## config.mk

```make
export PLATFORM = sky130hd
export DESIGN_NAME = octree_anchor_updater
export DESIGN_NICKNAME = d
export VERILOG_FILES = /design/src/rtl/octree_anchor_updater.sv
export SDC_FILE = /design/constraint.sdc
export NUM_CORES = 1
export LEC_CHECK = 0
export CORE_UTILIZATION = 50
export DETAILED_ROUTE_END_ITERATION = 6
export PLACE_DENSITY = 0.87
export SYNTH_ARGS = -nofsm -noshare
export SYNTH_HDL_FRONTEND = slang
export SYNTH_SLANG_ARGS = --single-unit
```

## constraint.sdc

```tcl
create_clock -name clk -period 3.2 [get_ports clk]
set_input_delay 0.48 -clock clk [delete_from_list [all_inputs] [get_ports clk]]
set_output_delay 0.48 -clock clk [all_outputs]
set_load 0.005 [all_outputs]
```

## src/rtl/octree_anchor_updater.sv

```systemverilog
// Octree anchor updater: responder side of the add/del anchor handshake.
// Walks the octree node SRAM with read-modify-write of per-node child masks.
// ADD sets the path bits root-downward; DEL clears the leaf bit and prunes
// upward while masks become empty.
// Optional build macro: OCTREE_UPD_WSKIP_EN (skip the write when the mask is
// unchanged; DEL then terminates without pruning).
//
// Request handshake: add_anchor/del_anchor are single-cycle pulses accepted
// only in IDLE; anything seen while busy is dropped. Exactly one add_done or
// del_done pulse answers each accepted request, with upd_err alongside it
// when the request was rejected (both ops at once, or a bad level).
module octree_anchor_updater #(
    parameter int MAX_LEVEL = 4,
    parameter int ADDR_W    = 10,
    parameter int RD_LAT    = 1
) (
    input  logic                             clk,
    input  logic                             rst_n,
    input  logic                             add_anchor,
    input  logic                             del_anchor,
    input  logic [3*MAX_LEVEL-1:0]           anchor_pos,
    input  logic [$clog2(MAX_LEVEL+1)-1:0]   anchor_level,
    output logic                             add_done,
    output logic                             del_done,
    output logic                             upd_err,
    output logic                             busy,
    output logic                             mem_en,
    output logic                             mem_we,
    output logic [ADDR_W-1:0]                mem_addr,
    output logic [7:0]                       mem_wdata,
    input  logic [7:0]                       mem_rdata
);

    localparam int LW = $clog2(MAX_LEVEL + 1);
    localparam int CW = (RD_LAT > 1) ? $clog2(RD_LAT) : 1;

    typedef enum logic [2:0] {S_IDLE, S_RD, S_WAIT, S_WR, S_DONE} state_t;

    state_t                 state, state_nx;
    logic [3*MAX_LEVEL-1:0] pos_q;
    logic [LW-1:0]          tgt_q;
    logic [LW-1:0]          cur_q;
    logic                   op_add_q;
    logic                   op_del_q;
    logic                   err_q;
    logic [7:0]             data_q;
    logic [CW-1:0]          wcnt_q;
    logic [ADDR_W-1:0]      addr_hold;
    logic [7:0]             wdata_hold;

    logic [2:0]             oct_cur;
    logic [ADDR_W-1:0]      node_idx;
    logic [ADDR_W-1:0]      node_addr;
    logic [7:0]             new_mask;
    logic                   lvl_ok;
    logic                   wait_last;
    logic                   add_last;
    logic [ADDR_W-1:0]      base_tab [0:(1<<LW)-1];

    // Start address of level l: number of nodes above it, (8^l-1)/7.
    function automatic logic [ADDR_W-1:0] base_of(input int l);
        int s;
        s = 0;
        for (int k = 0; k < l; k++) s = s + (1 << (3 * k));
        return ADDR_W'(s);
    endfunction

    function automatic logic [7:0] modify(input logic [7:0] m, input logic [2:0] o,
                                          input logic add);
        return add ? (m | (8'b1 << o)) : (m & ~(8'b1 << o));
    endfunction

    genvar g;
    for (g = 0; g < (1 << LW); g++) begin : g_base
        assign base_tab[g] = base_of(g);
    end

    // Node address of the current level: base plus the octants above it.
    always_comb begin
        oct_cur  = 3'd0;
        node_idx = '0;
        for (int k = 0; k < MAX_LEVEL; k++) begin
            if (int'(cur_q) == k) oct_cur = pos_q[3*k +: 3];
            if (k < int'(cur_q)) node_idx = {node_idx[ADDR_W-4:0], pos_q[3*k +: 3]};
        end
        node_addr = base_tab[cur_q] + node_idx;
    end

    assign new_mask  = modify(data_q, oct_cur, op_add_q);
    assign lvl_ok    = (anchor_level != '0) && (anchor_level <= LW'(MAX_LEVEL));
    assign wait_last = (wcnt_q == CW'(RD_LAT - 1));
    assign add_last  = (cur_q == tgt_q - LW'(1));

`ifdef OCTREE_UPD_WSKIP_EN
    logic [7:0] rd_mask_mod;
    assign rd_mask_mod = modify(mem_rdata, oct_cur, op_add_q);
`endif

    // Next-state and strobe decode.
    always_comb begin
        state_nx = state;
        mem_en   = 1'b0;
        mem_we   = 1'b0;
        add_done = 1'b0;
        del_done = 1'b0;
        upd_err  = 1'b0;
        case (state)
            S_IDLE: begin
                if (add_anchor || del_anchor)
                    state_nx = ((add_anchor && del_anchor) || !lvl_ok) ? S_DONE : S_RD;
            end
            S_RD: begin
                mem_en   = 1'b1;
                state_nx = S_WAIT;
            end
            S_WAIT: begin
                if (wait_last) begin
`ifdef OCTREE_UPD_WSKIP_EN
                    if (rd_mask_mod == mem_rdata)
                        state_nx = (op_add_q && !add_last) ? S_RD : S_DONE;
                    else
                        state_nx = S_WR;
`else
                    state_nx = S_WR;
`endif
                end
            end
            S_WR: begin
                mem_en = 1'b1;
                mem_we = 1'b1;
                if (op_add_q)
                    state_nx = add_last ? S_DONE : S_RD;
                else
                    state_nx = ((new_mask != 8'd0) || (cur_q == '0)) ? S_DONE : S_RD;
            end
            S_DONE: begin
                add_done = op_add_q;
                del_done = op_del_q;
                upd_err  = err_q;
                state_nx = S_IDLE;
            end
            default: state_nx = S_IDLE;
        endcase
    end

    assign busy      = (state != S_IDLE);
    assign mem_addr  = (state == S_RD || state == S_WR) ? node_addr : addr_hold;
    assign mem_wdata = (state == S_WR) ? new_mask : wdata_hold;

    // State register.
    always_ff @(posedge clk) begin
        if (!rst_n) state <= S_IDLE;
        else        state <= state_nx;
    end

    // Request latch, level walk, read capture and held bus values.
    always_ff @(posedge clk) begin
        if (!rst_n) begin
            pos_q      <= '0;
            tgt_q      <= '0;
            cur_q      <= '0;
            op_add_q   <= 1'b0;
            op_del_q   <= 1'b0;
            err_q      <= 1'b0;
            data_q     <= 8'd0;
            wcnt_q     <= '0;
            addr_hold  <= '0;
            wdata_hold <= 8'd0;
        end else begin
            addr_hold  <= mem_addr;
            wdata_hold <= mem_wdata;
            if (state == S_IDLE && (add_anchor || del_anchor)) begin
                pos_q    <= anchor_pos;
                tgt_q    <= anchor_level;
                op_add_q <= add_anchor;
                op_del_q <= del_anchor && !add_anchor;
                err_q    <= (add_anchor && del_anchor) || !lvl_ok;
                cur_q    <= add_anchor ? '0 : anchor_level - LW'(1);
            end
            if (state == S_RD) wcnt_q <= '0;
            if (state == S_WAIT) begin
                wcnt_q <= wcnt_q + CW'(1);
                if (wait_last) data_q <= mem_rdata;
            end
            // Moving to another node: ADD descends, DEL prunes upward.
            if (state != S_IDLE && state_nx == S_RD)
                cur_q <= op_add_q ? cur_q + LW'(1) : cur_q - LW'(1);
        end
    end

endmodule

```

Word-level counts from Yosys, hierarchy flattened
Memory sizes are Yosys's and may differ from the RTL's.
Cells that the tools add are included.

storage, ports and cells
  register bits = 51
  ROM bits = 80
  input bits = 27
  output and inout bits = 24
  word-level logic and storage cells = 91
  memories kept = 1

memory list
  memory           words  width  read ports  clocked after Yosys merged registers in  wr ports  line  source
  (no name shown)  8      10     1           0                                        0         86    node_addr = base_tab[cur_q] + node_idx;

operators by class
  $add $sub $neg = 6
  order comparisons = 6
  equal/unequal tests = 9
  shift operators = 1
  multiplexer cells = 31
  bitwise logic cells = 5
  reductions and logical operators = 21

operators by type and width
  kind                                                      count
  2-to-1 mux 10 bit                                         6
  2-to-1 mux 3 bit                                          15
  2-to-1 mux 8 bit                                          2
  case mux 3 bit (4 select lines)                           1
  adder 10 bit                                              1
  equality test 3 x 2 -> 1 bit, second input constant       3
  equality test 3 bit, second input constant                3
  logical NOT 3 bit                                         3
  subtractor 3 x 1 -> 3 bit, second input constant          3
  bitwise AND 8 bit                                         1
  inverter 8 bit                                            1
  OR 8 bit                                                  1
  nonzero test 8 bit                                        1
  << shifter 1 x 3 -> 8 bit, first input constant           1
  2-to-1 mux 1 bit                                          7
  equality test 3 x 1 -> 1 bit, second input constant       2
  < comparator 1 x 3 -> 1 bit, first input constant         2
  < comparator 2 x 3 -> 1 bit, first input constant         2
  nonzero test 3 bit                                        2
  logical AND 1 bit                                         5
  greater-or-equal comparator 4 bit, second input constant  1
  logical OR 1 bit                                          4
  inverter 3 -> 4 bit                                       1
  nonzero test 2 bit                                        2
  8 further kinds                                           9

Logic depth before layout (Yosys ltp)
Gate-level depths: netlist (run 1).

  depth after elaboration = 17
  mapped depth = 13
  mapped depth without buffers = 12

Worst setup path after synthesis (run 1)
No wires, ideal clock.

  path type = reg2reg
  start = register cur_q[2]
  end = register cur_q[0]
  library setup time = 122 ps
  arrival time = 2818 ps
  setup slack = 260 ps
  stages on the path, launching flop included = 13
  buffers on the path = 2
  clock period less this slack = 2940 ps
  cell sequence = dfxtp_1 -> clkbuf_1 -> inv_1 -> ha_1 -> or2_1 -> a211o_1 -> and2_4 -> buf_6 -> or4_4 -> o21ai_2 -> nand4_1 -> a221o_1 -> o311a_1

between the ends
  longest elaborated chain between the ends = 17
  elaborated cells between the ends (all ways) = 25
  those cells by class = eq/ne: 5; shift: 1; mux: 10; bitwise: 3; reduce/logical: 6

RTL lines
  item                                                    line  source
  from (decl)                                             42    logic [LW-1:0] cur_q;
  from (signal assigned)                                  178   cur_q <= add_anchor ? '0 : anchor_level - LW'(1);
  from (signal assigned)                                  187   cur_q <= op_add_q ? cur_q + LW'(1) : cur_q - LW'(1);
  logical NOT 3 bit                                       83    if (int'(cur_q) == k) oct_cur = pos_q[3*k +: 3];
  2-to-1 mux 3 bit (4 in a row)                           83
  << shifter 1 x 3 -> 8 bit                               70    return add ? (m | (8'b1 << o)) : (m & ~(8'b1 << o));
  inverter 8 bit                                          70
  bitwise AND 8 bit                                       70
  2-to-1 mux 8 bit                                        70
  nonzero test 8 bit                                      134   state_nx = ((new_mask != 8'd0) || (cur_q == '0)) ? S_DONE : S_RD;
  logical OR 1 bit                                        134
  2-to-1 mux 3 bit                                        134
  2-to-1 mux 3 bit (*)                                    131   if (op_add_q)
  case mux 3 bit (4 select lines) (*)                     107   case (state)
  equality test 3 x 1 -> 1 bit (*)                        186   if (state != S_IDLE && state_nx == S_RD)
  logical AND 1 bit (*)                                   186
  2-to-1 mux 3 bit or nonzero test 2 bit (tied branches)  -

Mark *: on every way between the ends. The rest lies on a longest branch, timed or not.
A chain may end at the register's enable or synchronous reset.

Worst setup path after layout (run 1)
  start = register cur_q[0]
  end = output mem_wdata[4]

between the ends
  longest elaborated chain between the ends = 10
  elaborated cells between the ends (all ways) = 14
  those cells by class = eq/ne: 3; shift: 1; mux: 6; bitwise: 3; reduce/logical: 1

RTL lines
  item                           line  source
  logical NOT 3 bit              83
  2-to-1 mux 3 bit (3 in a row)  83
  2-to-1 mux 3 bit (*)           83
  << shifter 1 x 3 -> 8 bit (*)  70
  inverter 8 bit                 70
  bitwise AND 8 bit              70
  2-to-1 mux 8 bit (*)           70
  2-to-1 mux 8 bit (*)           148   assign mem_wdata = (state == S_WR) ? new_mask : wdata_hold;
  to (decl)                      30    output logic [7:0] mem_wdata,

Marked as above.

==> results of run 1 <==
synth_stat cells, drive strengths merged, types with 3 or more instances:
| cell | instances |
|---|---|
| inv | 16 |
| a21oi | 39 |
| clkbuf | 18 |
| a41oi | 3 |
| and3 | 4 |
| ha | 15 |
| buf | 3 |
| and2 | 19 |
| o31a | 4 |
| xnor2 | 14 |
| o21ai | 29 |
| nor3 | 6 |
| nor2 | 20 |
| mux2 | 3 |
| nand3 | 9 |
| dfxtp | 51 |
| nand2b | 5 |
| nand2 | 91 |
| a211o | 3 |
| mux2i | 10 |
sequential cells by signal, indices dropped and copies added, names as in the netlist, 3 cells and up:
name and count:
data_q 8, addr_hold 10, cur_q 3, tgt_q 3, pos_q 12, wdata_hold 8, state 3
cells by family after synthesis:
logic type | count (synthesis) | share of synthesized area
muxes | 13 | 0.0448
buffers and inverters | 38 | 0.0519
xor gates and xnor gates | 16 | 0.0469
DFF | 51 | 0.342
and+or+nand+nor | 168 | 0.258
adders and majority gates | 15 | 0.0628
AOI/OAI and AO/OA | 96 | 0.193
how the worst max path moves through the flow:
stage / to
after CTS: mem_addr[8]
after detailed placement: mem_addr[8]
final: mem_wdata[4]
after floorplan: cur_q[0]
after global placement: mem_addr[8]
after global routing: mem_wdata[6]
worst min-delay path, stage by stage, from the launching register on:
cell and delay, ns:
dfxtp_1 0.32, nand2_1 0.05, a21oi_1 0.05
power by group through the flow:
stage / registers, mW / clock network, mW / logic, mW
final: 0.759 / 0.414 / 0.645
after global routing: 0.765 / 0.455 / 0.707
after CTS: 0.755 / 0.419 / 0.610
after detailed placement: 0.768 / 0 / 0.578
after global placement: 0.764 / 0 / 0.562
after floorplan: 0.738 / 0 / 0.406
routing by layer:
| metal | wire length (microns) | vias up |
|---|---|---|
| met5 | 0 | - |
| met4 | 260 | 0 |
| met2 | 3610 | 131 |
| met1 | 3210 | 1353 |
| met3 | 530 | 36 |
| li1 | - | 1481 |
layout make-up:
type	instances	area, sq um	share of cell area
flip-flops and latches	51	1020	0.265
clock buffers	7	96.3	0.0249
multi-input cells	308	1870	0.484
well taps	72	90.1	0.0233
inverters	17	63.8	0.0165
clock inverters	1	7.51	0.00194
repair buffers	78	716	0.185
per-stage QoR:
step,std cells,instance area (sq um)
after global placement,518,3650
after CTS,530,3820
after detailed placement,518,3650
final,534,3870
after floorplan,397,2990
after global routing,534,3870
cell usage in the layout, fill, tap and decap left out, types with 3 or more instances in the layout:
master	Yosys	layout
and3_1	4	4
buf_4	1	25
dlygate4sd2_1	0	6
nand2_2	0	3
inv_1	16	16
mux2_2	3	3
o21ai_1	1	17
nor3_1	6	6
ha_1	15	11
nand2b_1	5	5
mux2i_1	10	10
ha_2	0	4
clkbuf_8	0	7
xnor2_1	14	14
a21oi_1	39	39
o21ai_0	27	11
nand2_1	91	88
nor2_1	20	18
dfxtp_1	51	49
nand3_1	9	9
o31a_1	3	3
clkdlybuf4s50_1	0	37
and2_1	17	15
a211o_1	3	3
and2_4	1	3
dlymetal6s2s_1	0	3
clkbuf_2	0	3
timing repair:
item	in CTS	in global routing
setup endpoints to repair	15	13
setup buffers	4	4
gates resized for setup	40	17
hold endpoints to repair	0	0
pin swaps	9	9
==> out/metrics.cfg, run 1 <==
[pwr]
pwr-share-clk=0.228
switching_share=0.344
p_int_mw=1.19
p_leak_nw=1.61
p_comb_frac=0.355
p_sw_uw=626
p_seq_frac=0.417
totalPowerFinal_mw=1.82
cellPowerDensity_mw_per_mm2=470
peakVddDrop_uv=277

[layout]
area_growth_pct=29.5
drive_above_1_share=0.145
diodes=0
num-fill-cells=437
utilization=0.686
fin_nets=503

[critical_path]
cp_slowest_cell=clkdlybuf4s50_1
reg2regPathDepth=13
cp.arrival_ns=2.77
crit_path_start_kind=register
r2r-start=cur_q[0]
regToRegSetupSlack_ns=0.18
cp_cell_sequence=ha_1 -> ha_2 -> or2_1 -> a21oi_1 -> a22oi_2 -> nor2_2 -> nand2_1 -> mux2i_1 -> o21ai_1 -> clkdlybuf4s50_1
cp.depth=10
crit_family=compound AO/OA/AOI/OAI gates
timing.critical_path.buf_inv=1
startpoint=cur_q[0]
cpPeakStageDelay_ns=0.52
path_class=register to primary output
critPathMaxFanout=7
crit_path_end_kind=primary output
required_ns=2.72
r2r_end=cur_q[0]

[min_path]
min_path_type=register to register
holdPathStages=2
min-delay-start=tgt_q[1]
min_to=tgt_q[1]

[global_routing]
gr-usage-met1=0.305
use_met2=0.423
antenna_found_initial=0
grt_overflow_total=0
grt_pass1_vias=2735
grt_max_degree=21
groute.usage.overall=0.250
grt_pass1_wl_microns=12400
grt-busiest-layer=met2
met3_usage=0.0506

[drt]
via_per_inst=5.62
drcViolationCount=0
antenna_left=0
drt_iter0_drc=226
route.final.wire_length_microns=7620
vias=3001
wire_per_inst_microns=14.3
first_pass_iters=5

[sta]
rsz0062_at_grt=yes
relSlewSlack=0.572
whs_ns=0.462
hold_viol=0
worst_pin_slew_ns=0.641
period_share=1.01
report.final.slew_viol_count=0
fmax_mhz=308
setup_viol=2
finClkSkew_ns=0.00742
timing.final.ws_setup_ns=-0.0459
tns_ns=-0.0878
period_minus_slack_ns=3.25

[cts]
clkSlewWorstSetupHoldPaths_ns=0.09
ctsHtreeMaxLevel=2
insertion_delay_ns=0.31
ctsHoldBuffers=0
cts_sinks=51
cts.path.max_buffers=2
cts_buffers=5
root_buffer=clkbuf_8
cts_tree=yes

[flow_run]
maxCapViolCount=0

[synth]
synth.top_cells.by_area=dfxtp_1 34%, nand2_1 11%, a21oi_1 6.5%
synth-edff-count=0
ys_seq_elements=51
yosys.area.top_type=dfxtp_1
netlist_instances=397
synth.net_count=439
yosys_most_used_dff=dfxtp_1
yosys.area.top_type_share=0.342
syn_area_per_cell_sq_um=7.52
synth_cell_types=52
synth_seq_area_share=0.342
async_flop_share=0
synth_area_sq_mm=0.00299
yosys_warnings=0

[placement]
dp_slack_ns=-0.0365
io_buffers=50
dpl.hpwl_microns=5270
gp_congestion=0.972

[floorplan]
die_h_microns=79.3
pin_count=51
rows=27
die-area_sq_mm=0.00629
core_area_sq_mm=0.00564
start_util=0.529
die_w_microns=79.3

[run_status]
status=finished, violations left
failed_checks=negative setup slack

Note: power is estimated with default switching activity, not from simulation.
==> run 2, diff against run 1 <==
Settings changed: CORE_UTILIZATION 50 to 28, MAX_ROUTING_LAYER from default to met4, PLACE_DENSITY 0.87 to 0.59.
==> run 2 against run 1 <==
The run now ends clean. Critical path depth increased by 1. Hold slack improved by 0.0032 ns. Global-route usage decreased by 9.9 points. Register-to-register slack improved by 0.19 ns. Combinational power increased by 2%. Sequential power about the same. Wire length increased by 4.2%. Non-clock buffer count increased by 11. Fmax increased by 5.4%. Sequential share of layout area decreased by 1.3 points. Die area increased by 76%. Final cell count increased by 14%. Critical path type unchanged. Largest cell class unchanged.
==> out/metrics.cfg, run 2 (synthesis gave the netlist of run 1 again) <==
[floorplan]
die_h_microns=105  ; was 79.3 microns
die-area_sq_mm=0.0111  ; was 0.00629 sq mm
die_w_microns=105  ; was 79.3 microns
rows=37  ; was 27
core_area_sq_mm=0.0103  ; was 0.00564 sq mm
pin_count=51  ; unchanged
start_util=0.289  ; was 0.529

[pwr]
p_comb_frac=0.339  ; was 0.355
totalPowerFinal_mw=1.95  ; was 1.82 mW
p_leak_nw=1.72  ; was 1.61 nW
cellPowerDensity_mw_per_mm2=477  ; was 470 mW/mm^2
p_sw_uw=627  ; was 626 uW
peakVddDrop_uv=219  ; was 277 uV
p_seq_frac=0.390  ; was 0.417
switching_share=0.322  ; was 0.344
p_int_mw=1.32  ; was 1.19 mW
pwr-share-clk=0.272  ; was 0.228

[sta]
setup_viol=0  ; was 2
report.final.slew_viol_count=0  ; unchanged
worst_pin_slew_ns=0.749  ; was 0.641 ns
tns_ns=0  ; was -0.0878 ns
finClkSkew_ns=0.00862  ; was 0.00742 ns
period_share=0.963  ; was 1.01
relSlewSlack=0.500  ; was 0.572
fmax_mhz=325  ; was 308 MHz
period_minus_slack_ns=3.08  ; was 3.25 ns
hold_viol=0  ; unchanged

[layout]
drive_above_1_share=0.175  ; was 0.145
area_growth_pct=36.7  ; was 29.5%
final_area_sq_mm=0.00408  ; was 0.00387 sq mm
num-fill-cells=1061  ; was 437
fin_nets=514  ; was 503
largest_reg_flops=12  ; unchanged
mostFrequentLayoutCells=89 x nand2_1, 49 x dfxtp_1, 37 x a21oi_1, 37 x buf_4, 35 x clkdlybuf4s50_1  ; was 88 x nand2_1, 49 x dfxtp_1, 39 x a21oi_1
regMostFlops=pos_q  ; unchanged
diodes=0  ; unchanged
top_regs=pos_q (12), addr_hold (10)  ; unchanged
finalNonFillerCells=609  ; was 534
final_common_cell=nand2_1  ; unchanged

[global_routing]
grt_overflow_total=0  ; unchanged
grt_max_degree=22  ; was 21
grt_pass1_wl_microns=13100  ; was 12400 microns
groute.usage.overall=0.151  ; was 0.250
antenna_found_initial=0  ; unchanged
grt_pass1_vias=2698  ; was 2735

[placement]
gp_congestion=0.896  ; was 0.972
dpl.hpwl_microns=5950  ; was 5270 microns
dpl_cell_area_sq_mm=0.00376  ; was 0.00365 sq mm
io_buffers=50  ; unchanged
dp.cells=588  ; was 518

[flow_run]
maxCapViolCount=0  ; unchanged

[critical_path]
critPathMaxFanout=5  ; was 7
r2r_end=cur_q[0]  ; unchanged
cp_slowest_cell=dfxtp_4  ; was clkdlybuf4s50_1
reg2regPathDepth=10  ; was 13
cp_cell_sequence=buf_12 -> buf_4 -> mux2_2 -> a22oi_1 -> o21ai_1 -> a41oi_2 -> o21bai_1 -> nand3_1 -> xnor2_2 -> a21oi_2 -> clkbuf_2  ; was ha_1 -> ha_2 -> or2_1 -> a21oi_1 -> a22oi_2 -> nor2_2 -> nand2_1 -> mux2i_1 -> o21ai_1 -> clkdlybuf4s50_1
regToRegSetupSlack_ns=0.37  ; was 0.18 ns
path_class=register to primary output  ; unchanged
startpoint=cur_q[1]  ; was cur_q[0]
crit_path_end_kind=primary output  ; unchanged
crit_path_start_kind=register  ; unchanged
cpPeakStageDelay_ns=0.37  ; was 0.52 ns
crit_path_end=mem_addr[9]  ; was mem_wdata[4]
r2r-start=cur_q[0]  ; unchanged
cp.arrival_ns=2.60  ; was 2.77 ns
required_ns=2.72  ; about the same

[drt]
via_per_inst=4.82  ; was 5.62
drcViolationCount=0  ; unchanged
first_pass_iters=5  ; unchanged
wire_per_inst_microns=13.0  ; was 14.3 microns
vias=2933  ; was 3001
antenna_left=0  ; unchanged
route.final.wire_length_microns=7940  ; was 7620 microns
drt_iter0_drc=150  ; was 226

[cts]
cts_tree=yes  ; unchanged
cts_buffers=5  ; unchanged
insertion_delay_ns=0.31  ; about the same
root_buffer=clkbuf_8  ; unchanged
clkSlewWorstSetupHoldPaths_ns=0.09  ; about the same
ctsHtreeMaxLevel=2  ; unchanged
cts.path.max_buffers=2  ; unchanged
cts_sinks=51  ; unchanged
ctsHoldBuffers=0  ; unchanged

[min_path]
min-delay-start=tgt_q[1]  ; unchanged
min_path_type=register to register  ; unchanged

[run_status]
status=finished clean  ; was finished, violations left

==> run 2: final cells by class <==
type	instances	area [sq um]	area share
Clock buffer	6	72.6	0.0178
Multi-Input combinational cell	308	1900	0.465
Timing Repair Buffer	89	787	0.193
Tap cell	136	170	0.0417
Clock inverter	2	60.1	0.0147
Inverter	17	63.8	0.0156
Sequential cell	51	1030	0.252
==> run 2: worst min-delay path by stage <==
stage | cells after the start | slack [ns] | to
after global placement | 2 | 0.45 | tgt_q[1]
after CTS | 2 | 0.47 | tgt_q[1]
after global routing | 2 | 0.49 | tgt_q[1]
after floorplan | 2 | 0.44 | tgt_q[1]
after detailed placement | 2 | 0.46 | tgt_q[1]
final | 2 | 0.47 | tgt_q[1]
==> run 2: critical path, delay by kind of cell (launching register included) <==
family	cells	cell delay, ns
and+or+nand+nor	1	0.16
muxes	1	0.21
AOI/OAI and AO/OA	5	0.99
xor gates and xnor gates	1	0.19
DFF	1	0.37
buffers and inverters	3	0.39
==> run 2: per-stage QoR <==
stage                util  hold slack, ns  setup slack (ns)
floorplan               -           0.436             0.260
global route        0.395           0.490           -0.0193
finish              0.395           0.465             0.119
CTS                 0.387           0.469           -0.0764
global placement    0.364           0.446           -0.0393
detailed placement  0.364           0.455           -0.0856
==> run 2: per-layer routing <==
metal | up-vias | global-route usage | wire [microns]
li1 | 1509 | - | -
met1 | 1318 | 0.209 | 3970
met2 | 83 | 0.224 | 3380
met3 | 23 | 0.0266 | 391
met4 | 0 | 0.0463 | 195
met5 | - | - | 0
==> run 2: what timing repair did <==
action	4_1_cts	5_1_grt
setup endpoints to repair	16	13
resized for setup	43	30
setup buffers	8	5
pin swaps	6	16
==> run 2: power groups by stage <==
stage	registers, mW	logic, mW	clock network (mW)
after floorplan	0.738	0.406	0
after global placement	0.771	0.586	0
after detailed placement	0.774	0.597	0
after CTS	0.759	0.632	0.543
after global routing	0.768	0.730	0.573
final	0.759	0.660	0.530
==> run 3, diff against run 2 <==
Settings changed: ABC_CLOCK_PERIOD_IN_PS from default to 3200, CAP_MARGIN from default to 30, SKIP_CTS_REPAIR_TIMING from default to 1.
==> run 3 against run 2 <==
The flow now finishes with violations (negative setup slack). Clock power is essentially flat. Combinational power shrank 4.4%. Die area stayed put. Sequential share of layout area grew 0.30 points. Largest cell class unchanged. Via count shrank 1.4%. Critical path type unchanged. Clock skew grew 0.00077 ns. Worst setup slack got worse by 0.19 ns. First-iteration DRC count rose by 4.0%. Utilization fell by 0.46 points. Global-route usage decreased by 0.35 points. Final cell count down 1.5%.
==> out/metrics.cfg, run 3 (synthesis gave the netlist of run 1 again) <==
[floorplan]
die-area_sq_mm=0.0111  ; unchanged
pin_count=51  ; unchanged
core_area_sq_mm=0.0103  ; unchanged
rows=37  ; unchanged
die_w_microns=105  ; unchanged
start_util=0.289  ; unchanged
die_h_microns=105  ; unchanged

[run_status]
failed_checks=negative setup slack
status=finished, violations left  ; was finished clean

[pwr]
switching_share=0.322  ; about the same
p_int_mw=1.30  ; was 1.32 mW
p_leak_nw=1.73  ; was 1.72 nW
p_comb_frac=0.328  ; was 0.339
p_seq_frac=0.396  ; was 0.390
peakVddDrop_uv=218  ; was 219 uV
p_sw_uw=619  ; was 627 uW
cellPowerDensity_mw_per_mm2=477  ; about the same
pwr-share-clk=0.276  ; was 0.272

[global_routing]
grt_max_degree=22  ; unchanged
gr-usage-met1=0.206  ; was 0.209
grt_overflow_total=0  ; unchanged
grt_pass1_vias=2653  ; was 2698
met3_usage=0.0266  ; unchanged
use_met2=0.217  ; was 0.224
grt-busiest-layer=met2  ; unchanged
grt_pass1_wl_microns=12800  ; was 13100 microns
antenna_found_initial=0  ; unchanged
groute.usage.overall=0.148  ; was 0.151

[layout]
drive_above_1_share=0.151  ; was 0.175
top_regs=pos_q (12), addr_hold (10)  ; unchanged
utilization=0.391  ; was 0.395
diodes=0  ; unchanged
mostFrequentLayoutCells=89 x nand2_1, 49 x dfxtp_1, 39 x clkdlybuf4s50_1  ; was 89 x nand2_1, 49 x dfxtp_1, 37 x a21oi_1, 37 x buf_4, 35 x clkdlybuf4s50_1
final_common_cell=nand2_1  ; unchanged
largest_reg_flops=12  ; unchanged
area_growth_pct=35.1  ; was 36.7%
regMostFlops=pos_q  ; unchanged
fin_nets=505  ; was 514
final_area_sq_mm=0.00403  ; was 0.00408 sq mm

[sta]
report.final.slew_viol_count=0  ; unchanged
period_share=1.02  ; was 0.963
fmax_mhz=305  ; was 325 MHz
setup_viol=3  ; was 0
period_minus_slack_ns=3.27  ; was 3.08 ns
timing.final.ws_setup_ns=-0.0742  ; was 0.119 ns
finClkSkew_ns=0.00939  ; was 0.00862 ns
worst_pin_slew_ns=0.743  ; was 0.749 ns
rsz0062_at_grt=yes
hold_viol=0  ; unchanged
relSlewSlack=0.504  ; was 0.500

[cts]
insertion_delay_ns=0.31  ; about the same
clkSlewWorstSetupHoldPaths_ns=0.09  ; about the same
ctsHtreeMaxLevel=2  ; unchanged
cts.path.max_buffers=2  ; unchanged
root_buffer=clkbuf_8  ; unchanged
cts_buffers=5  ; unchanged
cts_tree=yes  ; unchanged
cts_sinks=51  ; unchanged

[critical_path]
path_class=register to primary output  ; unchanged
crit_path_end_kind=primary output  ; unchanged
cp.arrival_ns=2.79  ; was 2.60 ns
required_ns=2.72  ; about the same
crit_path_start_kind=register  ; unchanged
critPathMaxFanout=8  ; was 5

[drt]
first_pass_iters=4  ; was 5
drcViolationCount=0  ; unchanged
wire_per_inst_microns=13.0  ; about the same
via_per_inst=4.82  ; about the same
drt_iter0_drc=156  ; was 150
antenna_left=0  ; unchanged
route.final.wire_length_microns=7820  ; was 7940 microns
vias=2891  ; was 2933

[placement]
gp_congestion=0.896  ; unchanged
dpl.hpwl_microns=5950  ; unchanged
io_buffers=50  ; unchanged
dpl_cell_area_sq_mm=0.00376  ; unchanged

[flow_run]
maxCapViolCount=0  ; unchanged

[min_path]
min_path_type=register to register  ; unchanged

## run 3: cell count changes in the layout (fill, tap and decap cells not counted), sizes merged
cell	change
buf	-9
clkbuf	-5
dlymetal6s2s	+5
clkdlybuf4s50	+4
dlygate4sd2	-4
## run 3: path summary, 6_finish.rpt
kind                 start     endpoint  slack [ns]  cells past startpoint
setup / recovery  cur_q[1]  mem_addr[7]       -0.07                     10
hold / removal    tgt_q[1]     tgt_q[1]        0.47                      2
setup reg to reg  cur_q[1]     cur_q[0]        0.38                     11
hold reg to reg   tgt_q[1]     tgt_q[1]        0.47                      2
## run 3: layout make-up
| cell class | count | area (sq um) |
|---|---|---|
| fillers | 1066 | 6290 |
| well taps | 136 | 170 |
| clock buffers | 6 | 72.6 |
| flip-flops and latches | 51 | 1030 |
| inverters | 17 | 63.8 |
| clock inverters | 2 | 60.1 |
| repair buffers | 80 | 749 |
| multi-input cells | 308 | 1890 |
## run 3: routing by layer
layer | vias to the layer above | routed length (microns)
li1 | 1485 | -
met3 | 14 | 303
met5 | - | 0
met4 | 0 | 97
met1 | 1324 | 3990
met2 | 68 | 3440
## run 3: worst max-delay path, stage by stage (launching register included)
cell	delay [ns]
dfxtp_4	0.40
mux2_2	0.34
a221o_1	0.34
and2_4	0.19
a41oi_2	0.16
o21bai_1	0.13
buf_4	0.15
xor2_1	0.12
nor2_1	0.08
nor2_1	0.08
clkdlybuf4s50_1	0.50
## run 3: stage by stage
step / hold WS, ns / worst slack (ns) / cells / TNS (ns) / total power [mW]
2_1_floorplan: 0.436 / 0.260 / 397 / 0 / 1.14
3_3_place_gp: 0.446 / -0.0393 / 588 / -0.0393 / 1.36
3_5_place_dp: 0.455 / -0.0856 / 588 / -0.522 / 1.37
4_1_cts: 0.469 / -0.450 / 596 / -5.38 / 1.90
5_1_grt: 0.490 / -0.203 / 600 / -0.578 / 2.04
6_report: 0.466 / -0.0742 / 600 / -0.134 / 1.92
## run 3: power by group through the flow
stage / registers (mW) / logic (mW) / clock network, mW
CTS: 0.759 / 0.602 / 0.543
global placement: 0.771 / 0.586 / 0
finish: 0.761 / 0.631 / 0.531
global route: 0.770 / 0.700 / 0.573
detailed placement: 0.774 / 0.597 / 0
floorplan: 0.738 / 0.406 / 0
